==> config.mk <==
export PLATFORM = sky130hd
export DESIGN_NAME = sobel_multi_thresh_adj
export DESIGN_NICKNAME = d
export VERILOG_FILES = /design/src/rtl/sobel_multi_thresh_adj_pkg.sv /design/src/rtl/sobel_multi_thresh_adj_key_repeat_fsm.sv /design/src/rtl/sobel_multi_thresh_adj.sv
export SDC_FILE = /design/constraint.sdc
export NUM_CORES = 1
export LEC_CHECK = 0
export ABC_AREA = 1
export ABC_CLOCK_PERIOD_IN_PS = 3400
export BUFFER_PORTS_ARGS = -buffer_cell sky130_fd_sc_hd__buf_4
export CAP_MARGIN = 20
export CORE_AREA = 2 2 115 117
export DETAILED_ROUTE_END_ITERATION = 6
export DIE_AREA = 0 0 117 119
export HOLD_SLACK_MARGIN = 0.02
export PLACE_DENSITY = 0.65
export SYNTH_ARGS = -nofsm -noshare
export SYNTH_HDL_FRONTEND = slang
export SYNTH_SLANG_ARGS = --single-unit
==> constraint.sdc <==
create_clock -name clk -period 3.4 [get_ports clk]
set_clock_uncertainty 0.2 [all_clocks]
set_input_delay 0.34 -clock clk [delete_from_list [all_inputs] [get_ports clk]]
set_output_delay 0.34 -clock clk [all_outputs]
set_load 0.02 [all_outputs]
==> src/rtl/sobel_multi_thresh_adj_pkg.sv <==
// Shared types and helpers for the key-driven threshold controller.
package sobel_multi_thresh_adj_pkg;

  typedef enum logic [1:0] {
    IDLE   = 2'd0,
    PRESS  = 2'd1,
    REPEAT = 2'd2,
    BLOCK  = 2'd3
  } key_state_e;

  localparam logic [1:0] DIR_NONE = 2'd0;
  localparam logic [1:0] DIR_UP   = 2'd1;
  localparam logic [1:0] DIR_DN   = 2'd2;

  // grade -> threshold, evaluated wide then clamped to the threshold range
  function automatic int thr_map(input int g, input int base, input int step, input int thr_w);
    longint v;
    longint mx;
    v  = longint'(base) + longint'(g) * longint'(step);
    mx = (longint'(1) << thr_w) - 1;
    return int'((v > mx) ? mx : v);
  endfunction

endpackage

==> src/rtl/sobel_multi_thresh_adj_key_repeat_fsm.sv <==
// Up/down key press detector with hold-to-repeat; emits one-cycle step pulses
// and passes channel-select requests only while no key is active.
module key_repeat_fsm
  import sobel_multi_thresh_adj_pkg::*;
#(
  parameter int REPEAT_DLY = 50_000_000,
  parameter int REPEAT_PER = 10_000_000
) (
  input  logic clk,
  input  logic rst_n,
  input  logic key_up,
  input  logic key_dn,
  input  logic key_sel,
  output logic step_up,
  output logic step_dn,
  output logic sel_ok
);

  localparam int CNT_MAX = (REPEAT_DLY > REPEAT_PER) ? REPEAT_DLY : REPEAT_PER;
  localparam int CNT_W   = (CNT_MAX > 1) ? $clog2(CNT_MAX) : 1;
  localparam logic [CNT_W-1:0] DLY_END = CNT_W'(REPEAT_DLY - 1);
  localparam logic [CNT_W-1:0] PER_END = CNT_W'(REPEAT_PER - 1);

  key_state_e       state_q, state_d;
  logic [1:0]       dir_q, dir_d;
  logic [CNT_W-1:0] cnt_q, cnt_d;
  logic [1:0]       key_dir;
  logic             step;

  // state, held direction and hold counter
  always_ff @(posedge clk or negedge rst_n) begin
    if (!rst_n) begin
      state_q <= IDLE;
      dir_q   <= DIR_NONE;
      cnt_q   <= '0;
    end else begin
      state_q <= state_d;
      dir_q   <= dir_d;
      cnt_q   <= cnt_d;
    end
  end

  // next state, counter and step/select decisions
  always_comb begin
    state_d = state_q;
    dir_d   = dir_q;
    cnt_d   = cnt_q;
    step    = 1'b0;
    sel_ok  = 1'b0;
    key_dir = DIR_NONE;
    if (key_up && !key_dn)      key_dir = DIR_UP;
    else if (key_dn && !key_up) key_dir = DIR_DN;
    unique case (state_q)
      IDLE: begin
        sel_ok = key_sel;
        if (key_up && key_dn) begin
          state_d = BLOCK;
        end else if (key_dir != DIR_NONE) begin
          step    = 1'b1;
          dir_d   = key_dir;
          cnt_d   = '0;
          state_d = PRESS;
        end
      end
      PRESS, REPEAT: begin
        if (key_up && key_dn) begin
          state_d = BLOCK;
          dir_d   = DIR_NONE;
          cnt_d   = '0;
        end else if (key_dir == dir_q) begin
          if (cnt_q == ((state_q == PRESS) ? DLY_END : PER_END)) begin
            step    = 1'b1;
            cnt_d   = '0;
            state_d = REPEAT;
          end else begin
            cnt_d = cnt_q + 1'b1;
          end
        end else begin
          // released (or switched key without overlap): start over
          state_d = IDLE;
          dir_d   = DIR_NONE;
          cnt_d   = '0;
        end
      end
      BLOCK: begin
        if (!key_up && !key_dn) state_d = IDLE;
      end
      default: state_d = IDLE;
    endcase
  end

  assign step_up = step && (dir_d == DIR_UP);
  assign step_dn = step && (dir_d == DIR_DN);

endmodule

==> src/rtl/sobel_multi_thresh_adj.sv <==
// Per-channel grade registers, channel pointer and grade->threshold mapping
// driven by the key repeat FSM.
module sobel_multi_thresh_adj
  import sobel_multi_thresh_adj_pkg::*;
#(
  parameter int NUM_CH     = 4,
  parameter int GRADE_W    = 4,
  parameter int THR_W      = 8,
  parameter int GRADE_RST  = 8,
  parameter int THR_BASE   = 20,
  parameter int THR_STEP   = 5,
  parameter int REPEAT_DLY = 50_000_000,
  parameter int REPEAT_PER = 10_000_000,
  parameter int WRAP_EN    = 0,
  localparam int CH_W      = (NUM_CH > 1) ? $clog2(NUM_CH) : 1
) (
  input  logic                      clk,
  input  logic                      rst_n,
  input  logic                      key_up,
  input  logic                      key_dn,
  input  logic                      key_sel,
  output logic [CH_W-1:0]           active_ch,
  output logic [NUM_CH*GRADE_W-1:0] grade,
  output logic [NUM_CH*THR_W-1:0]   threshold,
  output logic                      thr_upd
);

  localparam logic [GRADE_W-1:0] G_MAX   = '1;
  localparam logic [GRADE_W-1:0] G_RST   = GRADE_W'(GRADE_RST);
  localparam logic [THR_W-1:0]   THR_RST = THR_W'(thr_map(GRADE_RST, THR_BASE, THR_STEP, THR_W));
  localparam logic [CH_W-1:0]    CH_LAST = CH_W'(NUM_CH - 1);

  logic                             step_up, step_dn, sel_ok;
  logic [CH_W-1:0]                  ch_q, ch_d;
  logic [NUM_CH-1:0][GRADE_W-1:0]   grade_q;
  logic [NUM_CH-1:0][THR_W-1:0]     thr_q, thr_d;

  key_repeat_fsm #(
    .REPEAT_DLY (REPEAT_DLY),
    .REPEAT_PER (REPEAT_PER)
  ) u_fsm (
    .clk     (clk),
    .rst_n   (rst_n),
    .key_up  (key_up),
    .key_dn  (key_dn),
    .key_sel (key_sel),
    .step_up (step_up),
    .step_dn (step_dn),
    .sel_ok  (sel_ok)
  );

  // channel advance happens before a same-cycle step, so the step targets ch_d
  always_comb begin
    ch_d = ch_q;
    if (sel_ok) ch_d = (ch_q == CH_LAST) ? '0 : ch_q + 1'b1;
  end

  // active channel pointer
  always_ff @(posedge clk or negedge rst_n) begin
    if (!rst_n) ch_q <= '0;
    else        ch_q <= ch_d;
  end

  for (genvar i = 0; i < NUM_CH; i++) begin : g_ch
    // grade of channel i; only moves while it is the (new) active channel
    always_ff @(posedge clk or negedge rst_n) begin
      if (!rst_n) begin
        grade_q[i] <= G_RST;
      end else if (ch_d == CH_W'(i)) begin
        if (step_up)
          grade_q[i] <= (grade_q[i] == G_MAX) ? ((WRAP_EN != 0) ? '0 : G_MAX) : grade_q[i] + 1'b1;
        else if (step_dn)
          grade_q[i] <= (grade_q[i] == '0) ? ((WRAP_EN != 0) ? G_MAX : '0) : grade_q[i] - 1'b1;
      end
    end

    assign thr_d[i] = THR_W'(thr_map(int'(grade_q[i]), THR_BASE, THR_STEP, THR_W));

    // registered threshold, one cycle behind the grade
    always_ff @(posedge clk or negedge rst_n) begin
      if (!rst_n) thr_q[i] <= THR_RST;
      else        thr_q[i] <= thr_d[i];
    end
  end

  // pulse alongside any threshold change
  always_ff @(posedge clk or negedge rst_n) begin
    if (!rst_n) thr_upd <= 1'b0;
    else        thr_upd <= (thr_d != thr_q);
  end

  assign active_ch = ch_q;
  assign grade     = grade_q;
  assign threshold = thr_q;

endmodule

==> results of run 1 <==
[state kept, by name, indices dropped and copies added (netlist names)]
name,count
active_ch,2
threshold,32
u_fsm.state_q,2
grade,16
thr_upd,1
u_fsm.dir_q,2
u_fsm.cnt_q,26
[placed cells by master (no fill, tap or decap), types with 5 or more instances in the layout]
| cell type | count |
|---|---|
| a21oi_1 | 17 |
| a31oi_1 | 6 |
| buf_4 | 57 |
| clkbuf_16 | 9 |
| clkinv_2 | 7 |
| dfrtp_1 | 61 |
| dfstp_2 | 20 |
| ha_1 | 54 |
| inv_1 | 92 |
| nand2_1 | 179 |
| nand3_1 | 46 |
| nand4_1 | 15 |
| nor2_1 | 63 |
| nor2_2 | 5 |
| nor3_1 | 13 |
| nor4_1 | 9 |
| o21ai_0 | 22 |
| xnor2_1 | 20 |
| xor2_1 | 24 |
[worst max-delay path: cells and delay by family, from the launching register on]
kind | cells | cell delay (ns)
xor gates and xnor gates | 1 | 0.16
adders and majority gates | 4 | 1.24
DFF | 1 | 0.59
and+or+nand+nor | 4 | 0.72
[kinds of logic (layout without fill, tap and decap cells)]
family	Yosys count	count (layout)
DFF	81	81
AOI/OAI and AO/OA	60	60
and+or+nand+nor	349	349
xor gates and xnor gates	44	44
buffers and inverters	113	174
adders and majority gates	58	58
[final cells by class]
cell class,count,area [sq um]
inverter,99,376.6
sequential,81,2052
timing repair buffer,59,465.4
clock buffer,10,229.0
fill,1248,6396
multi-input combinational,511,3052
clock inverter,6,83.83
tap,176,220.2
[report_power, final]
group | internal [W] | total [W] | switching, W
Combinational | 0.000252 | 0.000855 | 0.000602
Sequential | 0.00103 | 0.00108 | 0.0000542
Clock | 0.000641 | 0.00104 | 0.000400
[final timing paths]
path	start	endpoint	depth (start not counted)
max in group asynchronous	rst_n	grade[11]	3
hold / removal	rst_n	u_fsm.cnt_q[2]	2
setup reg to reg	grade[3]	thr_upd	9
hold reg to reg	grade[11]	grade[11]	2
min in group clk	key_sel	active_ch[0]	4
setup / recovery	grade[3]	thr_upd	9
[per-layer routing]
layer  track usage, %  vias up
li1                 -     2386
met1            26.94     2196
met2            31.50      108
met3            3.919       23
met4            6.838        0
met5                0        -
[per-stage QoR]
step / cells / hold slack (ns) / area (sq um) / util (%)
CTS: 940 / 0.02839 / 6441 / 50.03
global route: 942 / 0.2430 / 6479 / 50.32
detailed placement: 924 / 0.3053 / 6128 / 47.60
floorplan: 705 / -0.1556 / 5579 / -
global placement: 924 / 0.3012 / 6128 / 47.60
finish: 942 / 0.2165 / 6479 / 50.32
==> impl_metrics.py, run 1 <==
metrics = {
    "status": {
        "status": "finished, final reports clean",
    },
    "die": {
        "dieWidth_microns": 117,
        "num_rows": 42,
        "start_util_pct": 43.33,
        "ios": 56,
        "die_h_microns": 119,
        "die_area_sq_um": 13920,
        "core_sq_um": 12870,
    },
    "routing": {
        "met1Wirelength_mm": 6.015,
        "drtAntennaViolNets": 0,
        "wl_met3_microns": 467,
        "via_per_inst": 5.003,
        "dr_total_vias": 4713,
        "drt-total-wl_mm": 12.76,
        "wl_met2_mm": 6.053,
        "post-route-drc-count": 0,
        "wl_per_cell_microns": 13.55,
        "drtPass1Iterations": 6,
        "drt_iter0_markers": 220,
        "top_layer": "met4",
    },
    "job": {
        "drv_cap": 0,
    },
    "timing": {
        "hold_viol": 0,
        "max-slew-margin-rel_pct": 56.38,
        "setup_viol_count_final": 0,
        "setup_tns_ns": 0,
        "fin_ws_ns": 0.3693,
        "maxSlewViolCount": 0,
        "rsz0062_at_grt": "false",
        "max_freq_mhz": 330.0,
        "period_share_pct": 89.14,
        "worstMarginPinSlew_ns": 0.6483,
        "fin_crit_ns": 3.031,
    },
    "yosys": {
        "yosys_warnings": 0,
        "synthArstFlopShare_pct": 100.0,
        "ys_seq_elements": 81,
        "synth_ff_type": "dfrtp_1",
        "syn_inst": 705,
        "synth_top_family_by_area": "simple AND/OR/NAND/NOR gates",
        "synth_edf_count": 0,
        "synth.area.top_cells": "dfrtp_1, ha_1, nand2_1",
        "synth_compound_area_share_pct": 6.122,
        "synth.area.mux_share_pct": 0,
        "synth-simple-area-share_pct": 28.12,
        "ys_seq_area_share_pct": 36.78,
        "synth_commonest_cells": "nand2_1, inv_1, nor2_1, dfrtp_1, ha_1",
        "syn_area_per_cell_sq_um": 7.914,
        "synth.most_common_cell": "nand2_1",
        "synthXorXnorAreaFrac_pct": 6.907,
        "synth_nets": 768,
        "syn_area_sq_um": 5579,
        "synth_fa_ha_area_share_pct": 13.55,
        "yosysUniqueCellTypes": 39,
        "synth_top_area_share_pct": 27.36,
        "synth_top_area_cell": "dfrtp_1",
    },
    "placed_design": {
        "hpwl_mm": 9.656,
        "place.gp.congestion": 0.8946,
        "dp_slack_ns": 0.4139,
        "numPortBuffers": 55,
    },
    "power": {
        "power.total_w": 0.002978,
        "irDropWorstVdd_uv": 514.7,
        "p_per_area_nw_per_um2": 459.7,
        "p_leak_nw": 3.351,
    },
    "critical_path": {
        "critPathLaunchType": "register",
        "endpoint_kind": "register",
        "path_class": "reg -> reg",
        "reg2reg_slack_ns": 0.37,
        "cp.arrival_ns": 3.06,
        "slowest_stage": "dfstp_2",
        "crit_chain": "ha_1 > ha_1 > ha_1 > fa_1 > xor2_1 > nor4_1 > nand3b_1 > nor2_1 > nand4_1",
        "cp_data_required_time_ns": 3.43,
        "path_common_cell": "ha_1",
        "critPathMaxFanout": 7,
        "cpPeakStageDelay_ns": 0.59,
    },
    "clocking": {
        "postCtsSetupRepairBufs": 0,
        "clk_pin_slew_ns": 0.06,
        "insertion_delay_ns": 0.35,
        "clk_path_buf_depth": 2,
        "clock-sinks": 81,
        "h-tree-depth": 3,
        "cts-root-buf": "clkbuf_16",
        "cts_buffers": 9,
        "hold_buffers": 0,
        "cts_tree": "yes",
        "ctsResizeCount": 0,
    },
    "global_route": {
        "grt_pass1_vias": 4699,
        "grt-ovfl-total": 0,
        "grt_max_degree": 82,
        "antenna_found_initial": 0,
        "grtUsageTotal_pct": 19.83,
        "grt_pass1_wl_mm": 21.78,
    },
    "cells_and_area": {
        "fin_nets": 824,
        "syn_to_final_growth_pct": 16.12,
        "n_antenna_cell": 0,
        "drive_above_1_share_pct": 15.67,
    },
    "min_path": {
        "hold_path.class": "in -> async",
    },
}
Note: power is estimated with default switching activity, not from simulation.
==> run 2: changes to the inputs <==
--- a/config.mk
+++ b/config.mk
@@ -10,6 +10,7 @@
 export BUFFER_PORTS_ARGS = -buffer_cell sky130_fd_sc_hd__buf_4
 export CAP_MARGIN = 20
 export CORE_AREA = 2 2 115 117
+export CTS_BUF_LIST = sky130_fd_sc_hd__clkbuf_8
 export DETAILED_ROUTE_END_ITERATION = 6
 export DIE_AREA = 0 0 117 119
 export HOLD_SLACK_MARGIN = 0.02
==> run 2 against run 1 <==
Effect of this change: via count shrank 1.3%; critical endpoint unchanged; critical path type unchanged; largest power group unchanged; critical path depth unchanged; sequential power is essentially flat; routed wire length rose by 0.10%; global-route usage hardly changed; sequential share of layout area up 0.50 points; highest routed layer unchanged; worst setup slack better by 0.0061 ns; power fell by 8.9%; register-to-register slack is essentially flat.
==> impl_metrics.py, run 2 (synthesis results as in run 1) <==
metrics = {
    "critical_path": {
        "r2r_cells": 9,
        "critPathLaunchType": "register",
        "cp.arrival_ns": 3.08,
        "path_class": "reg -> reg",
        "reg2reg_slack_ns": 0.38,
        "reg2reg_from": "grade[3]",
        "endpoint_kind": "register",
        "cp_data_required_time_ns": 3.46,
        "reg2reg_to": "thr_upd",
        "startpoint": "grade[3]",
        "critPathMaxFanout": 7,
    },
    "timing": {
        "max_freq_mhz": 330.6,
        "fin_ws_ns": 0.3754,
        "hold_viol": 0,
        "setup_tns_ns": 0,
        "setup_viol_count_final": 0,
        "worstMarginPinSlew_ns": 0.6658,
        "period_share_pct": 88.96,
        "rsz0062_at_grt": "false",
        "maxSlewViolCount": 0,
        "max-slew-margin-rel_pct": 55.20,
        "fin_crit_ns": 3.025,
    },
    "cells_and_area": {
        "most-common-layout-cells": "nand2_1, inv_1, nor2_1, dfrtp_1, buf_4",
        "finalInstanceArea_sq_um": 6377,
        "fin_nets": 824,
        "postLayoutCoreUtil_pct": 49.53,
        "layout_commonest_cell": "nand2_1",
        "drive_above_1_share_pct": 15.67,
        "syn_to_final_growth_pct": 14.31,
        "n_antenna_cell": 0,
        "seq_area_sq_um": 2052,
        "largest_reg_flops": 32,
        "multiInputGateArea_sq_um": 3052,
        "fillerInstances": 1266,
    },
    "routing": {
        "wl_per_cell_microns": 13.56,
        "post-route-drc-count": 0,
        "drt_iter0_markers": 232,
        "drtPass1Iterations": 5,
        "dr_total_vias": 4654,
        "drtAntennaViolNets": 0,
        "drt-total-wl_mm": 12.77,
        "via_per_inst": 4.941,
    },
    "clocking": {
        "cts_tree": "yes",
        "clk_path_buf_depth": 2,
        "cts-root-buf": "clkbuf_8",
        "ctsResizeCount": 0,
        "postCtsSetupRepairBufs": 0,
        "insertion_delay_ns": 0.37,
        "hold_buffers": 1,
        "clock-sinks": 81,
        "cts_buffers": 9,
        "h-tree-depth": 3,
        "clk_pin_slew_ns": 0.09,
    },
    "status": {
        "status": "finished, final reports clean",
    },
    "job": {
        "drv_cap": 0,
    },
    "die": {
        "die_area_sq_um": 13920,
        "num_rows": 42,
        "die_h_microns": 119,
        "core_sq_um": 12870,
        "dieWidth_microns": 117,
        "ios": 56,
        "start_util_pct": 43.33,
    },
    "power": {
        "irDropWorstVdd_uv": 514.3,
        "p_per_area_nw_per_um2": 425.5,
        "p_leak_nw": 3.309,
    },
    "global_route": {
        "antenna_found_initial": 0,
        "grt_pass1_wl_mm": 21.75,
        "grt_max_degree": 82,
        "grt-ovfl-total": 0,
        "grt_pass1_vias": 4679,
        "grtUsageTotal_pct": 19.81,
    },
    "placed_design": {
        "numPortBuffers": 55,
        "dp_slack_ns": 0.4139,
        "place.gp.congestion": 0.8946,
        "placed_area_sq_um": 6128,
        "hpwl_mm": 9.656,
    },
    "min_path": {
        "hold_path.class": "in -> async",
    },
}
-- run 2: changes by cell type in the layout (fill, tap and decap cells not counted), sizes merged --
cell	before	now
inv	95	96
clkbuf	10	9
-- run 2: metal layers --
metal  part of all wire (%)  wire length, microns  global-route usage (%)  up-vias
li1                       -                     -                       -     2378
met1                     47                  6053                   27.23     2157
met2                     47                  6039                   31.50      101
met3                    3.4                   435                   2.901       18
met4                    1.9                   245                   7.500        0
met5                      0                     0                       0        -
-- run 2: worst max-delay path, stage by stage (launching register included) --
cell and delay [ns]:
dfstp_2 0.60, ha_1 0.25, ha_1 0.29, ha_1 0.23
fa_1 0.47, xor2_1 0.16, nor4_1 0.39, nand3b_1 0.14
nor2_1 0.10, nand4_1 0.08
-- run 2: metrics by stage --
step / total power (W) / std cells / hold slack (ns)
finish: 0.002714 / 942 / 0.1847
global route: 0.002911 / 942 / 0.2058
CTS: 0.002732 / 941 / 0.2265
detailed placement: 0.001945 / 924 / 0.3053
global placement: 0.001925 / 924 / 0.3012
floorplan: 0.001747 / 705 / -0.1556
-- run 2: area by class of cell --
type,instances,area share [%]
Multi-Input combinational cell,511,47.85
Tap cell,176,3.453
Inverter,99,5.905
Clock buffer,9,1.942
Sequential cell,81,32.18
Clock inverter,7,1.373
Timing Repair Buffer,59,7.298
-- run 2: power breakdown --
part / leakage [nW] / switching, W / internal, W
sequential: 1.05 / 0.0000536 / 0.00103
clock: 0.114 / 0.000371 / 0.000408
combinational: 2.15 / 0.000601 / 0.000252
-- run 2: worst max path at each step --
stage                   end  slack, ns  cells past startpoint
floorplan           thr_upd       0.63                      9
global placement    thr_upd       0.51                     10
detailed placement  thr_upd       0.41                      9
CTS                 thr_upd       0.31                      9
global route        thr_upd       0.18                      9
finish              thr_upd       0.38                      9
==> run 3: changes to the inputs <==
--- a/config.mk
+++ b/config.mk
@@ -14,6 +14,7 @@
 export DETAILED_ROUTE_END_ITERATION = 6
 export DIE_AREA = 0 0 117 119
 export HOLD_SLACK_MARGIN = 0.02
+export MAX_ROUTING_LAYER = met4
 export PLACE_DENSITY = 0.65
 export SYNTH_ARGS = -nofsm -noshare
 export SYNTH_HDL_FRONTEND = slang
==> run 3 against run 2 <==
Effect of this change: sequential power about the same; via count up 2.5%; clock power up 5.4%; register-to-register slack better by 0.02 ns; worst setup slack better by 0.024 ns; routed wire length up 1.5%; fmax up 0.80%; critical endpoint unchanged; largest cell class unchanged; largest power group unchanged; highest routed layer unchanged.
==> impl_metrics.py, run 3 (synthesis results as in run 1) <==
metrics = {
    "status": {
        "status": "finished, final reports clean",
    },
    "timing": {
        "worstMarginPinSlew_ns": 0.4977,
        "max-slew-margin-rel_pct": 66.51,
        "maxSlewViolCount": 0,
        "setup_tns_ns": 0,
        "hold_viol": 0,
        "fin_crit_ns": 3.001,
        "max_freq_mhz": 333.3,
        "setup_viol_count_final": 0,
        "period_share_pct": 88.25,
        "rsz0062_at_grt": "false",
    },
    "critical_path": {
        "critPathLaunchType": "register",
        "cp_data_required_time_ns": 3.45,
        "critPathMaxFanout": 7,
        "path_class": "reg -> reg",
        "cp.arrival_ns": 3.05,
        "endpoint_kind": "register",
    },
    "global_route": {
        "grt_pass1_vias": 4740,
        "grt_pass1_wl_mm": 22.14,
        "grtUsageTotal_pct": 20.46,
        "grt-ovfl-total": 0,
        "grt_max_degree": 82,
        "antenna_found_initial": 0,
    },
    "routing": {
        "via_per_inst": 5.057,
        "drtAntennaViolNets": 0,
        "dr_total_vias": 4769,
        "wl_per_cell_microns": 13.75,
        "post-route-drc-count": 0,
        "drtPass1Iterations": 5,
        "drt-total-wl_mm": 12.96,
        "drt_iter0_markers": 265,
    },
    "cells_and_area": {
        "layout_commonest_cell": "nand2_1",
        "stdcell_count": 943,
        "most-common-layout-cells": "nand2_1, inv_1, nor2_1, dfrtp_1, buf_4",
        "fillerInstances": 1255,
        "n_antenna_cell": 0,
        "multiInputGateArea_sq_um": 3052,
        "syn_to_final_growth_pct": 14.73,
        "largest_reg_flops": 32,
        "drive_above_1_share_pct": 15.91,
        "seq_area_sq_um": 2052,
        "fin_nets": 825,
    },
    "power": {
        "clock_power_share_pct": 29.6,
        "p_seq_share_pct": 38.9,
        "pwr-share-comb_pct": 31.5,
        "p_leak_nw": 3.312,
        "power_switching_w": 0.001048,
        "irDropWorstVdd_uv": 434.8,
        "power.total_w": 0.002780,
        "p_per_area_nw_per_um2": 434.3,
        "p_int_w": 0.001732,
        "p_sw_share_pct": 37.69,
    },
    "clocking": {
        "cts-root-buf": "clkbuf_8",
        "cts_buffers": 9,
        "clock-sinks": 81,
        "insertion_delay_ns": 0.36,
        "clk_path_buf_depth": 2,
        "h-tree-depth": 3,
        "clk_pin_slew_ns": 0.09,
        "ctsResizeCount": 0,
        "cts_tree": "yes",
    },
    "die": {
        "die_h_microns": 119,
        "core_sq_um": 12870,
        "start_util_pct": 43.33,
        "die_area_sq_um": 13920,
        "ios": 56,
        "num_rows": 42,
        "dieWidth_microns": 117,
    },
    "placed_design": {
        "numPortBuffers": 55,
        "hpwl_mm": 9.811,
        "place.gp.congestion": 0.9067,
        "placedCellCount": 925,
    },
    "job": {
        "drv_cap": 0,
    },
    "min_path": {
        "hold_path.class": "in -> async",
    },
}
==> run 3: routing by layer <==
layer / global-route usage [%] / vias to the layer above / routed length [microns]
met5: - / - / 0
met4: 8.309 / 0 / 247
met3: 2.952 / 23 / 458
met2: 31.36 / 101 / 6155
met1: 27.26 / 2263 / 6101
li1: - / 2382 / -
==> run 3: power groups by stage <==
stage	combinational [W]	clock [W]	sequential, W
after floorplan	0.000635	0	0.00111
after global placement	0.000854	0	0.00110
after detailed placement	0.000874	0	0.00110
after CTS	0.000879	0.000847	0.00108
after global routing	0.000991	0.000881	0.00109
final	0.000876	0.000822	0.00108
==> run 3: timing repair <==
item | CTS | global route
setup buffers | 0 | 0
hold endpoints to repair | 61 | 0
hold buffers | 1 | 0
==> run 3: metrics by stage <==
step / cell area (sq um) / hold slack, ns / util [%] / worst slack [ns]
floorplan: 5579 / -0.1556 / - / 0.6267
global placement: 6136 / 0.2960 / 47.66 / 0.5181
detailed placement: 6136 / 0.3062 / 47.66 / 0.4391
CTS: 6374 / 0.2159 / 49.50 / 0.4221
global route: 6401 / 0.1573 / 49.72 / 0.2787
finish: 6401 / 0.1459 / 49.72 / 0.3994
==> run 3: worst paths after layout <==
kind / from / to / slack, ns / cells after the start
worst max-delay path: grade[7] / thr_upd / 0.40 / 11
worst min-delay path: rst_n / u_fsm.cnt_q[10] / 0.15 / 2
worst min register to register: u_fsm.cnt_q[5] / u_fsm.cnt_q[5] / 0.32 / 1
worst max register to register: grade[7] / thr_upd / 0.40 / 11
min in group clk: key_sel / active_ch[0] / 0.23 / 4
max in group asynchronous: rst_n / threshold[3] / 2.23 / 3
==> run 3: worst max-delay path, cell delays in order, from the launching register on <==
cell and delay, ns:
dfstp_2 0.60, ha_1 0.25, ha_1 0.27, ha_1 0.23, fa_1 0.48, xor2_1 0.16, nor2_1 0.13, nand4_1 0.10
nor2_1 0.12, nand3_1 0.13, nor2_1 0.12, nand4_1 0.10
==> run 3: layout make-up <==
type                    instances  area share (%)
clock buffers                  10           2.150
clock inverters                 6           1.407
inverters                      99           5.883
multi-input cells             511           47.67
flip-flops and latches         81           32.06
well taps                     176           3.440
repair buffers                 60           7.389
